[config.mk]
export PLATFORM = sky130hd
export DESIGN_NAME = ball_motion
export DESIGN_NICKNAME = d
export VERILOG_FILES = /design/src/rtl/ball_motion.sv
export SDC_FILE = /design/constraint.sdc
export NUM_CORES = 1
export LEC_CHECK = 0
export ABC_AREA = 1
export BUFFER_PORTS_ARGS = -buffer_cell sky130_fd_sc_hd__buf_4
export CORE_UTILIZATION = 30
export CTS_CLUSTER_DIAMETER = 60
export CTS_CLUSTER_SIZE = 12
export DETAILED_ROUTE_END_ITERATION = 6
export SYNTH_ARGS = -nofsm -noshare
export SYNTH_HDL_FRONTEND = slang
export SYNTH_SLANG_ARGS = --single-unit
export TNS_END_PERCENT = 50
[constraint.sdc]
create_clock -name clk -period 2.8 [get_ports clk]
set_input_delay 0.84 -clock clk [delete_from_list [all_inputs] [get_ports clk]]
set_output_delay 0.84 -clock clk [all_outputs]
set_load 0.01 [all_outputs]
[src/rtl/ball_motion.sv]
// Ball physics stepper for a tilt-controlled labyrinth board.
// Each physics tick runs a fixed three-cycle sequence. First the tilt is
// latched, then the velocity is integrated and saturated, and finally the
// Q10.6 position is integrated and clamped against the walls with a damped
// bounce.

module ball_motion #(
    parameter int BOARD_W = 640,
    parameter int BOARD_H = 480,
    parameter int BALL_R  = 8,
    parameter int SHIFT   = 4,
    parameter int VMAX    = 511
) (
    input  logic        clk,
    input  logic        rst,
    input  logic        tick,
    input  logic        start,
    input  logic        stop,
    input  logic [10:0] sin_x,
    input  logic [10:0] sin_y,
    output logic [9:0]  pos_x,
    output logic [9:0]  pos_y,
    output logic [11:0] vel_x,
    output logic [11:0] vel_y,
    output logic        hit_x,
    output logic        hit_y,
    output logic        running,
    output logic        overrun
);

    // Centre position and wall limits, all in Q10.6 (1/64 px) units
    localparam logic [15:0]        CENTRE_X = 16'(BOARD_W / 2 * 64);
    localparam logic [15:0]        CENTRE_Y = 16'(BOARD_H / 2 * 64);
    localparam logic signed [16:0] LO_X     = 17'(BALL_R * 64);
    localparam logic signed [16:0] HI_X     = 17'((BOARD_W - 1 - BALL_R) * 64);
    localparam logic signed [16:0] LO_Y     = 17'(BALL_R * 64);
    localparam logic signed [16:0] HI_Y     = 17'((BOARD_H - 1 - BALL_R) * 64);
    localparam logic signed [12:0] VLIM     = 13'(VMAX);
    localparam logic signed [12:0] VLIM_N   = -VLIM;

    typedef enum logic [1:0] {
        S_IDLE = 2'd0,
        S_WAIT = 2'd1,
        S_VEL  = 2'd2,
        S_POS  = 2'd3
    } state_t;

    typedef struct packed {
        logic [15:0] p;
        logic [11:0] v;
        logic        hit;
    } axis_t;

    // Velocity integration: add the floored tilt acceleration, then saturate.
    // The 13-bit sum cannot wrap because |v| <= VMAX and |acc| <= 64.
    function automatic logic signed [11:0] vel_step(input logic signed [11:0] v,
                                                    input logic signed [10:0] s);
        logic signed [10:0] acc;
        logic signed [12:0] sum;
        logic signed [11:0] r;
        acc = s >>> SHIFT;
        sum = $signed({v[11], v}) + $signed({{2{acc[10]}}, acc});
        if (sum > VLIM) begin
            r = VLIM[11:0];
        end else if (sum < VLIM_N) begin
            r = VLIM_N[11:0];
        end else begin
            r = sum[11:0];
        end
        return r;
    endfunction

    // Position integration with wall clamp; landing exactly on a limit is
    // not a collision. A clamp reverses and halves (floored) the velocity.
    function automatic axis_t axis_step(input logic [15:0]        p,
                                        input logic signed [11:0] v,
                                        input logic signed [16:0] lo,
                                        input logic signed [16:0] hi);
        axis_t              r;
        logic signed [16:0] p_next;
        logic signed [11:0] half;
        p_next = $signed({1'b0, p}) + $signed({{5{v[11]}}, v});
        half   = v >>> 1;
        if (p_next < lo) begin
            r.p   = lo[15:0];
            r.v   = -half;
            r.hit = 1'b1;
        end else if (p_next > hi) begin
            r.p   = hi[15:0];
            r.v   = -half;
            r.hit = 1'b1;
        end else begin
            r.p   = p_next[15:0];
            r.v   = v;
            r.hit = 1'b0;
        end
        return r;
    endfunction

    state_t             state;
    state_t             state_next;
    logic               do_load;
    logic               do_vel;
    logic               do_pos;
    logic               drop;
    logic signed [10:0] sin_x_r;
    logic signed [10:0] sin_y_r;
    logic [15:0]        pos_x_r;
    logic [15:0]        pos_y_r;
    logic signed [11:0] vel_x_r;
    logic signed [11:0] vel_y_r;
    logic               hit_x_r;
    logic               hit_y_r;
    logic               overrun_r;
    logic signed [11:0] vel_x_sat;
    logic signed [11:0] vel_y_sat;
    axis_t              step_x;
    axis_t              step_y;

    // State register
    always_ff @(posedge clk or posedge rst) begin
        if (rst) begin
            state <= S_IDLE;
        end else begin
            state <= state_next;
        end
    end

    // Next-state logic: stop beats start, start beats the step sequence
    always_comb begin
        state_next = state;
        if (stop) begin
            state_next = S_IDLE;
        end else if (start) begin
            state_next = S_WAIT;
        end else begin
            case (state)
                S_IDLE:  state_next = S_IDLE;
                S_WAIT:  state_next = tick ? S_VEL : S_WAIT;
                S_VEL:   state_next = S_POS;
                S_POS:   state_next = S_WAIT;
                default: state_next = S_IDLE;
            endcase
        end
    end

    // Output/control decode: step strobes are suppressed by start or stop
    always_comb begin
        running = 1'b0;
        do_load = 1'b0;
        do_vel  = 1'b0;
        do_pos  = 1'b0;
        drop    = 1'b0;
        if (state != S_IDLE) begin
            running = 1'b1;
        end else begin
            running = 1'b0;
        end
        if (!stop && !start) begin
            do_load = (state == S_WAIT) && tick;
            do_vel  = (state == S_VEL);
            do_pos  = (state == S_POS);
            drop    = ((state == S_VEL) || (state == S_POS)) && tick;
        end else begin
            do_load = 1'b0;
            do_vel  = 1'b0;
            do_pos  = 1'b0;
            drop    = 1'b0;
        end
    end

    // Combinational physics for both axes
    always_comb begin
        vel_x_sat = vel_step(vel_x_r, sin_x_r);
        vel_y_sat = vel_step(vel_y_r, sin_y_r);
        step_x    = axis_step(pos_x_r, vel_x_r, LO_X, HI_X);
        step_y    = axis_step(pos_y_r, vel_y_r, LO_Y, HI_Y);
    end

    // Tilt snapshot taken as the step starts, so later input changes are ignored
    always_ff @(posedge clk or posedge rst) begin
        if (rst) begin
            sin_x_r <= 11'sd0;
            sin_y_r <= 11'sd0;
        end else if (do_load) begin
            sin_x_r <= $signed(sin_x);
            sin_y_r <= $signed(sin_y);
        end else begin
            sin_x_r <= sin_x_r;
            sin_y_r <= sin_y_r;
        end
    end

    // Motion state: position, velocity, collision pulses and overrun flag
    always_ff @(posedge clk or posedge rst) begin
        if (rst) begin
            pos_x_r   <= CENTRE_X;
            pos_y_r   <= CENTRE_Y;
            vel_x_r   <= 12'sd0;
            vel_y_r   <= 12'sd0;
            hit_x_r   <= 1'b0;
            hit_y_r   <= 1'b0;
            overrun_r <= 1'b0;
        end else begin
            hit_x_r <= 1'b0;
            hit_y_r <= 1'b0;
            if (!stop && start) begin
                pos_x_r   <= CENTRE_X;
                pos_y_r   <= CENTRE_Y;
                vel_x_r   <= 12'sd0;
                vel_y_r   <= 12'sd0;
                overrun_r <= 1'b0;
            end else begin
                if (do_vel) begin
                    vel_x_r <= vel_x_sat;
                    vel_y_r <= vel_y_sat;
                end else if (do_pos) begin
                    pos_x_r <= step_x.p;
                    pos_y_r <= step_y.p;
                    vel_x_r <= $signed(step_x.v);
                    vel_y_r <= $signed(step_y.v);
                    hit_x_r <= step_x.hit;
                    hit_y_r <= step_y.hit;
                end else begin
                    pos_x_r <= pos_x_r;
                    pos_y_r <= pos_y_r;
                    vel_x_r <= vel_x_r;
                    vel_y_r <= vel_y_r;
                end
                if (drop) begin
                    overrun_r <= 1'b1;
                end else begin
                    overrun_r <= overrun_r;
                end
            end
        end
    end

    assign pos_x   = pos_x_r[15:6];
    assign pos_y   = pos_y_r[15:6];
    assign vel_x   = vel_x_r;
    assign vel_y   = vel_y_r;
    assign hit_x   = hit_x_r;
    assign hit_y   = hit_y_r;
    assign overrun = overrun_r;

endmodule
==> flow_summary.json <==
{
  "grt_pass1_vias": 6488,
  "die_y_um": 157.4,
  "status": "finished clean",
  "critPathMaxFanout": 8,
  "reg2regPathDepth": 20,
  "ys_seq_area_share_pct": 26.01,
  "synth_enable_flop_cells": 0,
  "tritoncts": "built",
  "power_leakage_uw": 0.005010,
  "irDropWorstVdd_v": 0.0003705,
  "rsz0062_at_grt": "yes",
  "clock_skew_ns": 0.007840,
  "holdBufCountCts": 0,
  "ys_warn_count": 0,
  "crit_type": "reg -> reg",
  "power_frac_seq_pct": 20.8,
  "grt_first_pass_wirelength_um": 32370,
  "io_pins": 75,
  "p_per_area_mw_per_mm2": 712.3,
  "combinationalPowerShare_pct": 58.2,
  "route.detailed.drc": 0,
  "period_needed_ns": 2.735,
  "vias_per_cell": 4.683,
  "setup_viol": 0,
  "maxSlewViolCount": 0,
  "p_sw_uw": 2939,
  "firstDrtPassIters": 5,
  "diodes": 0,
  "fin_crit_sh_pct": 97.69,
  "ys.flop_type": "dfrtp_1",
  "cp-end-kind": "flip-flop",
  "post_drt_wl_per_cell_um": 13.30,
  "worstSetupStartpointType": "flip-flop",
  "swShare_pct": 44.73,
  "syn_area_per_cell_um2": 6.707,
  "die_w_um": 157.4,
  "insertion_delay_ns": 0.35,
  "synth_nets": 1169,
  "layout-drive-gt1-share_pct": 25.48,
  "synth-seq-cells": 75,
  "yosysUniqueCellTypes": 49,
  "start_util_pct": 30.77,
  "cts_root_buf": "clkbuf_16",
  "gp_congestion": 0.8927,
  "vias": 7062,
  "final_core_util_pct": 39.18,
  "wirelength_um": 20060,
  "p_int_uw": 3631,
  "syn_area_mm2": 0.007243,
  "worst_pin_slew_ns": 1.319,
  "setup_slack_ns": 0.06478,
  "grt_max_degree": 47,
  "htreeDepth": 3,
  "synthCells": 1080,
  "hold-worst-slack_ns": 0.4426,
  "drt.antenna.violating_nets": 0,
  "place_hpwl_um": 15790,
  "die_area_mm2": 0.02477,
  "power_frac_clock_pct": 21.0,
  "grt.overflow.total": 0,
  "drtIter0Drc": 355,
  "setup_tns_ns": 0,
  "rows": 56,
  "clk_pin_slew_ns": 0.07,
  "cts_buffer_depth": 2,
  "async_flop_share_pct": 100.0,
  "worstPathRequired_ns": 3.04,
  "syn2layout_area_growth_pct": 27.35,
  "clkSinkCount": 75,
  "fin_nets": 1273,
  "arrival_ns": 2.97,
  "max_cap_violations": 0,
  "hold_violations": 0,
  "coreArea_mm2": 0.02354,
  "hold_path_class": "in -> async",
  "max_freq_mhz": 365.6,
  "preCtsSetupSlack_ns": -0.03607,
  "io_buffers": 66,
  "grt_util_all_layers_pct": 16.59,
  "slew_headroom_pct": 11.74,
  "antenna_found_initial": 0,
  "cts_made_buffers": 9
}
==> Yosys cell counts, types with 7 or more instances <==
| cell | number | area share (%) |
|---|---|---|
| xor2_1 | 27 | 3.3 |
| dfrtp_1 | 69 | 24 |
| o21ai_0 | 33 | 2.3 |
| nand2_2 | 19 | 1.6 |
| nand3_1 | 65 | 4.5 |
| a21oi_1 | 65 | 4.5 |
| mux2_2 | 14 | 2.2 |
| inv_1 | 135 | 7.0 |
| ha_1 | 58 | 10 |
| nand2_1 | 366 | 19 |
| buf_4 | 21 | 2.2 |
| nand3b_1 | 19 | 2.0 |
| nor3_1 | 9 | 0.62 |
| nand4_1 | 9 | 0.78 |
| nor2_1 | 83 | 4.3 |
| o21ai_2 | 7 | 0.85 |
==> power groups by stage <==
stage | registers [µW] | clock network [µW] | logic, µW
floorplan | 1410 | 0 | 2570
global placement | 1370 | 0 | 3510
detailed placement | 1370 | 0 | 3540
CTS | 1360 | 1410 | 3630
global route | 1380 | 1450 | 4340
finish | 1370 | 1380 | 3820
==> what timing repair did <==
item                       in CTS  in global routing
pin swaps                       3                 38
cloned                          1                  1
setup buffers                   3                  9
setup endpoints to repair      26                 49
gates resized for setup        11                115
==> registers in the layout, summed over array words and instances, names as in the netlist <==
name and count:
sin_x_r 7, hit_y 1, overrun 1, vel_x 12, hit_x 1, state 2
vel_y 12, sin_y_r 7, pos_y_r 16, pos_x_r 16
==> stage by stage <==
stage / cell area [µm²] / std cells / power, µW
after floorplan: 7243 / 1080 / 3972
after global placement: 8278 / 1478 / 4881
after detailed placement: 8278 / 1478 / 4915
after CTS: 8702 / 1498 / 6397
after global routing: 9224 / 1508 / 7179
final: 9224 / 1508 / 6570
==> critical path, stage by stage (launching register included) <==
cell      delay (ns)
dfrtp_1         0.38
ha_2            0.20
inv_2           0.04
fa_2            0.36
inv_2           0.08
nand2_4         0.06
nand2_4         0.10
nand3_4         0.08
nand2_4         0.10
nand2_2         0.07
nand3b_1        0.13
nand2_2         0.08
nand2_1         0.08
nor2_1          0.05
nand2_1         0.11
nand4_4         0.16
nand2_4         0.11
nand2_4         0.08
buf_12          0.21
nand2_1         0.07
o21ai_2         0.05
==> cells by family after synthesis <==
logic type,count (synthesis),synth area share [%]
adder cells (fa/ha/maj),62,11.12
XOR/XNOR,33,3.990
buffers and inverters,172,10.47
multiplexers,14,2.177
AND/OR/NAND/NOR,591,35.64
flip-flops,75,26.01
AO/OA/AOI/OAI,133,10.59
==> placed cells by master, fill, tap and decap left out, drive strengths merged, types with 2 or more instances in the layout <==
cell	Yosys	layout
mux2	14	14
inv	140	141
or2	6	6
xor2	27	27
clkbuf	6	10
nor2	84	84
fa	4	4
nand2	391	392
a31oi	2	2
o31ai	3	3
nand3b	20	20
o22ai	2	2
dfstp	6	6
bufinv	0	3
a21oi	70	70
nand4	10	10
dfrtp	69	69
xnor2	6	6
o21bai	2	2
clkinv	1	3
o21ai	43	43
a32o	3	3
a211oi	2	2
nor3	11	11
buf	25	123
nand3	67	67
ha	58	58
==> worst paths after layout <==
check,from,end,slack [ns]
setup reg to reg,vel_y[0],vel_y[5],0.06
max in group asynchronous,rst,pos_y_r[13],1.76
hold / removal,rst,hit_x,0.44
min in group clk,pos_y_r[5],pos_y_r[5],0.50
setup / recovery,vel_y[0],vel_y[5],0.06
hold reg to reg,pos_y_r[5],pos_y_r[5],0.50
==> per-layer routing <==
| metal | up-vias | track usage, % | part of all wire [%] | wire length [µm] |
|---|---|---|---|---|
| met4 | 0 | 4.161 | 1.6 | 311 |
| met2 | 135 | 25.47 | 44 | 8785 |
| li1 | 3677 | - | - | - |
| met1 | 3230 | 23.96 | 51 | 10180 |
| met3 | 20 | 2.588 | 3.9 | 782 |
| met5 | - | 0 | 0 | 0 |
==> layout make-up <==
class / count / area [µm²]
multi-input combinational: 834 / 5059
fill: 2466 / 14320
clock inverter: 6 / 112.6
sequential: 75 / 1892
clock buffer: 10 / 229.0
tap: 319 / 399.1
inverter: 141 / 535.5
timing repair buffer: 123 / 997.2
Power figures use the tool's default switching activity.
